File: src/rtl/muldiv_unit.sv
// Iterative multiply/divide unit: 32-step shift-add multiply and restoring divide feeding HiLo.
// Optional MULDIV_ACCUM_EN adds MADD/MADDU (product accumulated onto HiLoRead).
module muldiv_unit #(
    parameter int unsigned WIDTH = 32
) (
    input  logic                 Clk,
    input  logic                 Rst,
    input  logic                 Start,
`ifdef MULDIV_ACCUM_EN
    input  logic [2:0]           Op,
`else
    input  logic [1:0]           Op,
`endif
    input  logic [WIDTH-1:0]     A,
    input  logic [WIDTH-1:0]     B,
    input  logic [2*WIDTH-1:0]   HiLoRead,
    output logic                 Busy,
    output logic                 Done,
    output logic                 HiLoEn,
    output logic [2*WIDTH-1:0]   HiLoWrite
);
    localparam int unsigned CW = $clog2(WIDTH);
    localparam logic [CW-1:0] LAST = CW'(WIDTH - 1);

    typedef enum logic [1:0] {StIdle, StRun, StDone} state_e;
    state_e state_q, state_d;

    logic [2:0]           op3;
    logic                 op_div, op_signed, op_ok, accept, div_zero;
    logic [WIDTH-1:0]     a_mag, b_mag;
    logic [2*WIDTH-1:0]   acc_q, hilo_q, mult_next, div_next, prod_fix, result;
    logic [WIDTH-1:0]     opnd_q, quot_fix, rem_fix;
    logic [WIDTH:0]       mult_sum, div_hi, div_diff;
    logic [CW-1:0]        count_q;
    logic                 is_div_q, neg_res_q, neg_rem_q, div_zero_q, done_q;
`ifdef MULDIV_ACCUM_EN
    logic                 accum_q;
    logic [2*WIDTH-1:0]   base_q;
`else
    logic                 unused_hilo;
    assign unused_hilo = ^HiLoRead;
`endif

    // Operation decode and operand magnitudes
    always_comb begin
        op3       = 3'(Op);
        op_div    = (op3 == 3'd2) || (op3 == 3'd3);
        op_signed = (op3 == 3'd0) || (op3 == 3'd2) || (op3 == 3'd4);
`ifdef MULDIV_ACCUM_EN
        op_ok     = (op3 <= 3'd5);
`else
        op_ok     = 1'b1;
`endif
        div_zero  = op_div && (B == '0);
        accept    = (state_q == StIdle) && Start && op_ok;
        a_mag     = (op_signed && A[WIDTH-1]) ? -A : A;
        b_mag     = (op_signed && B[WIDTH-1]) ? -B : B;
    end

    // One iteration step; acc holds {product hi, multiplier} or {remainder, quotient}
    always_comb begin
        mult_sum  = {1'b0, acc_q[2*WIDTH-1:WIDTH]} + (acc_q[0] ? {1'b0, opnd_q} : '0);
        mult_next = {mult_sum, acc_q[WIDTH-1:1]};
        div_hi    = acc_q[2*WIDTH-1:WIDTH-1];
        div_diff  = div_hi - {1'b0, opnd_q};
        div_next  = div_diff[WIDTH] ? {div_hi[WIDTH-1:0], acc_q[WIDTH-2:0], 1'b0}
                                    : {div_diff[WIDTH-1:0], acc_q[WIDTH-2:0], 1'b1};
    end

    // Sign correction of the magnitude result
    always_comb begin
        prod_fix = neg_res_q ? -acc_q : acc_q;
        quot_fix = neg_res_q ? -acc_q[WIDTH-1:0] : acc_q[WIDTH-1:0];
        rem_fix  = neg_rem_q ? -acc_q[2*WIDTH-1:WIDTH] : acc_q[2*WIDTH-1:WIDTH];
        if (div_zero_q) begin
            result = acc_q;
        end else if (is_div_q) begin
            result = {rem_fix, quot_fix};
        end else begin
            result = prod_fix;
        end
`ifdef MULDIV_ACCUM_EN
        if (accum_q) begin
            result = base_q + prod_fix;
        end
`endif
    end

    always_ff @(posedge Clk or posedge Rst) begin
        if (Rst) begin
            state_q <= StIdle;
        end else begin
            state_q <= state_d;
        end
    end

    always_comb begin
        state_d = state_q;
        Busy    = 1'b0;
        unique case (state_q)
            StIdle: begin
                if (accept) begin
                    state_d = div_zero ? StDone : StRun;
                end
            end
            StRun: begin
                Busy = 1'b1;
                if (count_q == LAST) begin
                    state_d = StDone;
                end
            end
            StDone:  state_d = StIdle;
            default: state_d = StIdle;
        endcase
    end

    always_ff @(posedge Clk or posedge Rst) begin
        if (Rst) begin
            acc_q      <= '0;
            opnd_q     <= '0;
            count_q    <= '0;
            is_div_q   <= 1'b0;
            neg_res_q  <= 1'b0;
            neg_rem_q  <= 1'b0;
            div_zero_q <= 1'b0;
            done_q     <= 1'b0;
            hilo_q     <= '0;
`ifdef MULDIV_ACCUM_EN
            accum_q    <= 1'b0;
            base_q     <= '0;
`endif
        end else begin
            done_q <= (state_q == StDone);
            if (state_q == StDone) begin
                hilo_q <= result;
            end
            if (accept) begin
                count_q    <= '0;
                is_div_q   <= op_div;
                div_zero_q <= div_zero;
                neg_res_q  <= op_signed && (A[WIDTH-1] ^ B[WIDTH-1]);
                neg_rem_q  <= op_signed && A[WIDTH-1];
                // Multiply: acc low = multiplier, opnd = multiplicand; divide: dividend / divisor
                if (div_zero) begin
                    acc_q <= {A, {WIDTH{1'b1}}};
                end else if (op_div) begin
                    acc_q <= {{WIDTH{1'b0}}, a_mag};
                end else begin
                    acc_q <= {{WIDTH{1'b0}}, b_mag};
                end
                opnd_q <= op_div ? b_mag : a_mag;
`ifdef MULDIV_ACCUM_EN
                accum_q <= (op3 == 3'd4) || (op3 == 3'd5);
                base_q  <= HiLoRead;
`endif
            end else if (state_q == StRun) begin
                acc_q   <= is_div_q ? div_next : mult_next;
                count_q <= count_q + 1'b1;
            end
        end
    end

    assign Done      = done_q;
    assign HiLoEn    = done_q;
    assign HiLoWrite = hilo_q;

endmodule

File: config.mk
export PLATFORM = sky130hd
export DESIGN_NAME = muldiv_unit
export DESIGN_NICKNAME = d
export VERILOG_FILES = /design/src/rtl/muldiv_unit.sv
export SDC_FILE = /design/constraint.sdc
export NUM_CORES = 1
export LEC_CHECK = 0
export BUFFER_PORTS_ARGS = -buffer_cell sky130_fd_sc_hd__buf_4
export CAP_MARGIN = 40
export CORE_ASPECT_RATIO = 0.5
export CORE_UTILIZATION = 43
export CTS_BUF_LIST = sky130_fd_sc_hd__clkbuf_8
export DETAILED_ROUTE_END_ITERATION = 7
export GPL_TIMING_DRIVEN = 0
export SYNTH_ARGS = -nofsm -noshare
export SYNTH_HDL_FRONTEND = slang
export SYNTH_SLANG_ARGS = --single-unit
File: constraint.sdc
create_clock -name Clk -period 7.9 [get_ports Clk]
set_clock_uncertainty 0.1 [all_clocks]
set_input_delay 0.395 -clock Clk [delete_from_list [all_inputs] [get_ports Clk]]
set_output_delay 0.395 -clock Clk [all_outputs]
set_load 0.1 [all_outputs]
# --- Word-level counts from Yosys, hierarchy flattened ---
# Cells that the tools add are included.
op_classes:
  mux: 22
  eq_ne: 7
  n_addsub: 8
  reduce_logical: 12
  n_bitwise: 1
ops:
  columns: ["cell", "count"]
  rows:
  - ["64-bit two-way mux", 8]
  - ["32-bit two-way mux", 7]
  - ["32-bit negation", 4]
  - ["64-bit negation", 1]
  - ["32-bit by 32-bit adder with 33-bit output", 1]
  - ["33-bit by 32-bit subtractor with 33-bit output", 1]
  - ["32-bit logical NOT", 1]
  - ["5-bit two-way mux", 2]
  - ["2-bit == test (second input constant)", 3]
  - ["2-bit two-way mux", 3]
  - ["5-bit by 1-bit adder with 5-bit output (second input constant)", 1]
  - ["5-bit == test (second input constant)", 1]
  - ["1-bit logical AND", 5]
  - ["2-bit logical NOT", 2]
  - ["2-bit inequality test (second input constant)", 2]
  - ["2-bit case mux with 2 select lines", 1]
  - ["2-bit by 1-bit == test with 1-bit output (second input constant)", 1]
  - ["1-bit logical OR", 2]
  - ["2-bit AND reduction", 1]
  - ["2-bit nonzero test", 1]
  - ["1-bit two-way mux", 1]
  - ["1-bit XOR", 1]
word_totals:
  ff_bits: 172
  out_inout_bits: 67
  word_cells: 60
  input_bits: 133

# --- Logic depth before layout (Yosys ltp) ---
# Gate-level depths: netlist of the first run.
depth:
  depth_word: 7
  depth_mapped: 15
  mapped_depth_nobuf: 13

# --- Worst setup path before layout of the first run ---
# No wires, ideal clock.
synth_path:
  path_type: "flip-flop to flip-flop"
  startpoint: "reg acc_q[31]"
  endpoint: "reg acc_q[62]"
  path_buffers: 0
  arrival_ns: 3.176
  setup_ns: 0.132
  slack_ns: 4.492
  required_time_ns: 7.668
  path_stages_with_launch: 14
  path_cell_list: "dfrtp_1 inv_1 ha_1 fa_1 nand2b_1 a211o_1 a31oi_1 a21boi_0 o221a_2 o41ai_1 xnor2_1 o21ai_0 a221oi_1 a21oi_1"
synth_via:
  elab_chain_cells: 5
synth_rtl:
  columns: ["item", "line_no", "rtl"]
  rows:
  - ["from (decl)", "31", "logic [2*WIDTH-1:0] acc_q, hilo_q, mult_next, div_next, prod_fix, result;"]
  - ["from (signal assigned)", "145", "acc_q <= {A, {WIDTH{1'b1}}};"]
  - ["from (signal assigned)", "147", "acc_q <= {{WIDTH{1'b0}}, a_mag};"]
  - ["from (signal assigned)", "149", "acc_q <= {{WIDTH{1'b0}}, b_mag};"]
  - ["33-bit by 32-bit subtractor with 33-bit output", "65", "div_diff = div_hi - {1'b0, opnd_q};"]
  - ["64-bit two-way mux", "66", "div_next = div_diff[WIDTH] ? {div_hi[WIDTH-1:0], acc_q[WIDTH-2:0], 1'b0}"]
  - ["64-bit two-way mux", "157", "acc_q <= is_div_q ? div_next : mult_next;"]
  - ["64-bit two-way mux", "156", "end else if (state_q == StRun) begin"]
  - ["64-bit two-way mux", "137", "if (accept) begin"]
# Every way passes these cells. The select of a mux whose other input is x is not followed.
# A chain may end at the register's enable or synchronous reset.

# --- Worst setup path after layout of the first run ---
# Ends and elaborated chain as after synthesis.

==> summary.md, run 1 <==
| Metric | Value |
|---|---|
| CP max FO | 10 |
| #FFs+latches synth | 172 |
| Switching power | 4479 uW |
| Syn Inst Count | 1917 |
| Tmin final | 4.878 ns |
| CTS tree | yes |
| Number of enable flip-flop cells after synthesis | 0 |
| WS Path Type | flip-flop to flip-flop |
| Share of cells above drive strength 1 | 10.83% |
| Slew Limit Fails | 0 |
| Starting Density | 43.98% |
| Area grow syn2layout | 13.91% |
| Crit end category | flip-flop |
| RSZ-0062 raised after global routing | no |
| Crit share post-route | 61.75% |
| Postcts setup bufs | 0 |
| Post-route setup TNS | 0 ns |
| Antenna Nets Post-Route | 0 |
| Count leader, synth | nand2_1 |
| Post-Synth Adder-Cell Area | 6.256% |
| Post-synthesis sequential area ratio | 29.40% |
| Post-CTS Hold Buffers | 1 |
| Leak | 0.007169 uW |
| Share of power burned in registers | 21.5% |
| H-tree level count | 4 |
| Syn Area/Cell | 7.636 um^2 |
| Root Buffer Master | clkbuf_8 |
| FMAX | 205.0 MHz |
| Crit path launch type | flip-flop |
| Synth Area in XOR/XNOR | 10.29% |
| Comb pwr share | 69.9% |
| Clock power share | 8.5% |
| Number of global-route vias before repair | 14281 |
| Synth top area share | 29.40% |
| # fillers | 3443 |
| Net Count, Synth | 2122 |
| Clock slew at reported path FFs | 0.13 ns |
| Die H | 132.5 um |
| Worst skew pair latency | 0.52 ns |
| Total of max-cap violations | 0 |
| Worst slew pin tran | 0.9433 ns |
| Drt drc | 0 |
| Synth cell types | 79 |
| CP endpoint | acc_q[62] |
| Non-Filler Instances | 2530 |
| Clock sink total | 172 |
| R2r endpoint | acc_q[62] |
| Power Dens Cells | 476.8 mW/mm^2 |
| Crit path arrival time | 5.17 ns |
| Hold Path Depth | 3 |
| Via density | 6.058 |
| DR iter-0 viols | 1848 |
| First-pass GRT wire length | 89910 um |
| Hold crit path type | input port to flip-flop |
| Top cells by count, synth | nand2_1, o21ai_0, nor2_1, dfrtp_1, a21oi_1 |
| Cell row count | 47 |
| Post_cts resized | 0 |
| Worst Setup SP | acc_q[31] |
| WL/cell | 23.89 um |
| FF-to-FF setup slack | 3.02 ns |
| Status | complete, no violations |
| GR Util All Layers | 34.61% |
| R2R depth | 14 |
| Data required, critical path | 8.19 ns |
| Io pins | 200 |
| Die width | 262.9 um |
| Pwr Total | 7950 uW |
| RD Place Congestion | 1.015 |
| Grt total ovfl | 0 |
| Post-Route WL | 60450 um |
| Core area | 0.03328 mm^2 |
| Synth Area in Compound Gates | 26.61% |
| Final Hold Vio Count | 0 |
| Synthesis warning total | 0 |
| Placed cell count | 2495 |
| Initial antenna violation count | 3 |
| Asr flop ratio synth | 100.0% |
| Num CTS Buffers | 17 |
| Int Pwr | 3471 uW |
| Largest family of logic cells by synthesized area | compound AO/OA/AOI/OAI gates |
| Setup violations, final | 0 |
| Post-DP HPWL | 48040 um |
| Ys flop type | dfrtp_1 |
| R2R Path Start | acc_q[31] |
| Syn Std Cell Area | 0.01464 mm^2 |
| Peak supply drop | 0.2799 mV |
| Port Buffers | 135 |
| Synth area leaders | dfrtp_1, o21ai_0, nand2_1 |
| Yosys top cell by area | dfrtp_1 |
| Iteration count of the initial detailed-routing pass | 6 |
| Vias | 15327 |
| Mux contribution to synthesized area | 3.145% |
| Max-Slew Margin vs Limit | 37.12% |
| # nets final | 2279 |
| Full die area | 0.03483 mm^2 |
| Sw Share | 56.34% |
| Maximum number of pins on one net before global-route repair | 90 |
| Simple-Gate Fraction of Synth Area | 19.83% |
| Clock Tree Buf Depth | 2 |
## final cells by class
type / count / area (um^2) / share of cell area, %
buffer: 108 / 425.4 / 2.551
clock buffer: 17 / 234.0 / 1.403
antenna: 2 / 5.005 / 0.03001
multi-input combinational: 1576 / 9681 / 58.05
clock inverter: 15 / 180.2 / 1.080
tap: 441 / 551.8 / 3.309
sequential: 172 / 4304 / 25.81
inverter: 61 / 236.5 / 1.418
timing repair buffer: 138 / 1059 / 6.348
## power groups by stage
stage | registers (uW) | logic (uW) | clock network [uW]
3_3_place_gp | 1690 | 5390 | 0
3_5_place_dp | 1690 | 5400 | 0
5_1_grt | 1740 | 6040 | 714
2_1_floorplan | 1670 | 3760 | 0
6_report | 1710 | 5560 | 680
4_1_cts | 1670 | 5430 | 687
## sequential cells by signal, summed over array words and instances, names as in the netlist
signal / count
state_q: 2
HiLoWrite: 64
neg_res_q: 1
opnd_q: 32
Done: 1
count_q: 5
div_zero_q: 1
neg_rem_q: 1
is_div_q: 1
acc_q: 64
## worst min-delay path by stage
| stage | startpoint | to | slack, ns |
|---|---|---|---|
| 2_1_floorplan | count_q[3] | count_q[3] | 0.35 |
| 3_3_place_gp | opnd_q[5] | opnd_q[5] | 0.36 |
| 3_5_place_dp | opnd_q[5] | opnd_q[5] | 0.37 |
| 4_1_cts | A[7] | acc_q[39] | 0.03 |
| 5_1_grt | A[7] | acc_q[39] | 0.07 |
| 6_report | A[5] | acc_q[37] | 0.08 |
## placed cells by master, fill, tap and decap left out, types with 7 or more instances in the layout
master    synthesis  routed
buf_4             1     137
o211ai_1         25      25
o21bai_1          8       8
a31oi_1          18      18
nand4_1           7       7
dfrtp_1         172     172
a22o_1           11      11
or4_1             9       9
and2_1            8       8
o21ai_0         236     236
a211oi_1         12      12
nand2b_1         19      19
inv_1            61      60
o21ai_1          14      14
a221oi_1         15      15
clkbuf_8          0      17
mux2i_1          19      19
xnor2_1          98      98
o21a_1           18      18
nand3_1          29      29
ha_1             70      70
nor2b_1          14      14
or2_2             7       7
clkbuf_1         87      87
o22ai_1          23      23
o31ai_1          15      15
buf_1            12      12
nor2_1          205     205
a21o_1           30      30
mux2_2           24      24
nor4_1           15      15
o41ai_1          13      13
and3_1            9       9
nor3_1           35      35
xor2_1           74      74
nand2_1         244     244
a21oi_1         165     165
or3_1            12      12
## critical path, cell delays in order (launching register included)
cell and delay, ns:
dfrtp_1 0.45, inv_1 0.15, ha_1 0.26, fa_1 0.41, nand2b_1 0.19, a211o_1 0.28
a31oi_1 0.48, a22oi_1 0.38, o21ai_1 0.39, a211o_1 0.19, buf_2 0.30, clkbuf_1 0.60
o21ai_0 0.19, a221oi_1 0.29, a21oi_1 0.10
## layer usage
| metal | global-route usage (%) | wire [um] | vias to the layer above | part of all wire, % |
|---|---|---|---|---|
| met5 | 0 | 0 | - | 0 |
| met4 | 9.552 | 1389 | 0 | 2.3 |
| met3 | 12.36 | 7861 | 84 | 13 |
| met2 | 48.19 | 24040 | 739 | 40 |
| met1 | 49.94 | 27160 | 7355 | 45 |
| li1 | - | - | 7149 | - |
## metrics by stage
| step | utilization, % | hold slack (ns) | cell area (um^2) | worst slack (ns) |
|---|---|---|---|---|
| 2_1_floorplan | - | 0.3494 | 14640 | 2.745 |
| 3_3_place_gp | 48.68 | 0.3644 | 16200 | 0.4700 |
| 3_5_place_dp | 48.81 | 0.3708 | 16250 | 3.220 |
| 4_1_cts | 50.09 | 0.03337 | 16670 | 3.183 |
| 5_1_grt | 50.09 | 0.06722 | 16670 | 2.836 |
| 6_report | 50.10 | 0.07584 | 16680 | 3.022 |
## cells by family after synthesis
kind of cell             count (synthesis)
buffers and inverters                  169
XOR/XNOR                               172
AND/OR/NAND/NOR                        640
AO/OA/AOI/OAI                          649
adder cells (fa/ha/maj)                 72
multiplexers                            43
flip-flops                             172
(Power assumes the default switching activity.)
==> run 2: changes to the inputs <==
- ABC_AREA: default -> 1
- clock period: 7.9 -> 4.3 ns (I/O delays scaled with it)
==> summary.md, run 2 <==
| Metric | Value |
|---|---|
| Status | complete, but fails checks |
| Failing checks | DRC |
| Count leader, synth | nand2_1 |
| CTS tree | yes |
| Leading cell type in the layout, fill and taps excluded | nand2_1 |
| Slew Limit Fails | 0 |
| Port Buffers | 135 |
| Crit share post-route | 93.72% |
| Share of cells above drive strength 1 | 8.146% |
| Iteration count of the initial detailed-routing pass | 8 |
| Post-synthesis sequential area ratio | 24.81% |
| Tmin final | 4.030 ns |
| GRT met3 Usage | 15.66% |
| Post-route setup TNS | 0 ns |
| Grt total ovfl | 0 |
| Number of global-route vias before repair | 18292 |
| Maximum number of pins on one net before global-route repair | 36 |
| Hold crit path type | input port to flip-flop |
| Num CTS Buffers | 17 |
| Starting Density | 44.13% |
| # nets final | 3298 |
| Synth cell types | 55 |
| Total of max-cap violations | 0 |
| Synth top area share | 24.81% |
| H-tree level count | 4 |
| Number of enable flip-flop cells after synthesis | 0 |
| Die width | 286.0 um |
| Post-Route WL | 83800 um |
| Crit end category | flip-flop |
| Synthesis warning total | 0 |
| Most used cell, CP | nand2_1 |
| Syn Area/Cell | 5.981 um^2 |
| Vias | 20863 |
| Crit path launch type | flip-flop |
| Clock Tree Buf Depth | 2 |
| Setup violations, final | 0 |
| Drt drc | 1 |
| Root Buffer Master | clkbuf_8 |
| Largest stage delay, worst path | 0.47 ns |
| Core area | 0.03931 mm^2 |
| First-pass GRT wire length | 120100 um |
| Full die area | 0.04119 mm^2 |
| WS Path Type | flip-flop to flip-flop |
| Asr flop ratio synth | 100.0% |
| Syn Inst Count | 2900 |
| Data required, critical path | 4.65 ns |
| FMAX | 248.1 MHz |
| Most frequent cells in the layout | nand2_1, inv_1, nor2_1 |
| Crit path arrival time | 4.38 ns |
| CP Cell Sequence | buf_2 > clkbuf_1 > nand2_1 > inv_1 > ha_1 > a21oi_1 > o21ai_0 > a21oi_1 > nand2_1 > nand3_1 > nand2_1 > a21oi_1 > o21ai_0 > nand2_1 > nand2_1 |
| DR iter-0 viols | 2834 |
| Die H | 144.0 um |
| CP max-delay cell | clkbuf_1 |
| Top cells by count, synth | nand2_1, inv_1, nor2_1, nand3_1, o21ai_0 |
| GR Util met2 | 51.75% |
| Initial antenna violation count | 5 |
| Antenna Nets Post-Route | 0 |
| CP max FO | 15 |
| Postcts setup bufs | 0 |
| WL/cell | 23.03 um |
| Max-Slew Margin vs Limit | 33.20% |
| Area grow syn2layout | 14.67% |
| RD Place Congestion | 1.107 |
| Synth area leaders | dfrtp_1, nand2_1, inv_1 |
| Worst slew pin tran | 1.002 ns |
| Syn Std Cell Area | 0.01735 mm^2 |
| #FFs+latches synth | 172 |
| Clock sink total | 172 |
| Worst skew pair latency | 0.54 ns |
| Yosys top cell by area | dfrtp_1 |
| Ys flop type | dfrtp_1 |
| Cell row count | 51 |
| Io pins | 200 |
| Net Count, Synth | 3105 |
| GR Util All Layers | 40.49% |
| Post-DP HPWL | 69990 um |
| RSZ-0062 raised after global routing | no |
| Final Hold Vio Count | 0 |
| Clock slew at reported path FFs | 0.12 ns |
| Via density | 5.733 |
| Met1 Use GR | 61.23% |
| Global routing's busiest layer | met1 |
[run 2: path summary, 6_finish.rpt]
kind                                     from       endpoint  slack, ns  cells after the start
worst min register to register  HiLoWrite[19]  HiLoWrite[19]       0.39                      2
max in group asynchronous                 Rst     opnd_q[23]       2.89                      6
worst min-delay path                    B[24]     opnd_q[24]       0.02                      4
min in group asynchronous                 Rst   HiLoWrite[0]       0.15                      3
worst max-delay path                 acc_q[0]      acc_q[63]       0.27                     15
worst max register to register       acc_q[0]      acc_q[63]       0.27                     15
[run 2: through the flow]
step / util [%] / setup slack, ns / hold slack, ns / instance area (um^2) / std cells
after detailed placement: 48.72 / 0.5291 / 0.1536 / 19150 / 3572
after global placement: 48.40 / 0.5079 / 0.3661 / 19030 / 3565
after global routing: 50.59 / 0.06215 / 0.03236 / 19880 / 3637
final: 50.60 / 0.2700 / 0.01586 / 19890 / 3639
after floorplan: - / 1.258 / 0.2696 / 17350 / 2900
after CTS: 50.58 / 0.5039 / 0.002678 / 19880 / 3636
[run 2: cells by family after synthesis]
family / count (synthesis) / synth area share [%]
adders and majority gates: 72 / 5.280
AOI/OAI and AO/OA: 450 / 14.90
xor gates and xnor gates: 95 / 4.797
and+or+nand+nor: 1590 / 38.55
DFF: 172 / 24.81
buffers and inverters: 521 / 11.66
[run 2: cell type report]
cell class | instances | area, um^2
tap | 530 | 663.1
clock buffer | 18 | 247.7
inverter | 431 | 1622
clock inverter | 14 | 160.2
multi-input combinational | 2207 | 11020
buffer | 89 | 401.6
timing repair buffer | 175 | 1465
sequential | 172 | 4304
antenna | 3 | 7.507
fill | 4298 | 19420
[run 2: layer usage]
metal  part of all wire, %  up-vias
met5                 0.014        -
met4                   2.1        2
met3                    15      114
met2                    36     1247
met1                    47     9758
li1                      -     9742
[run 2: critical path: cells and delay by family (launching register included)]
kind | cells | cell delay [ns]
AOI/OAI and AO/OA | 5 | 1.39
and+or+nand+nor | 6 | 0.89
DFF | 1 | 0.34
buffers and inverters | 3 | 0.93
adders and majority gates | 1 | 0.27
[run 2: timing repair]
| item | in CTS | in global routing |
|---|---|---|
| hold buffers | 32 | 0 |
| setup endpoints to repair | 0 | 1 |
| hold endpoints to repair | 108 | 0 |
| gates resized for setup | 0 | 0 |
Power of run 2 is not shown: default switching activity piles up to over one toggle a cycle in this logic, so the estimate is an artifact.
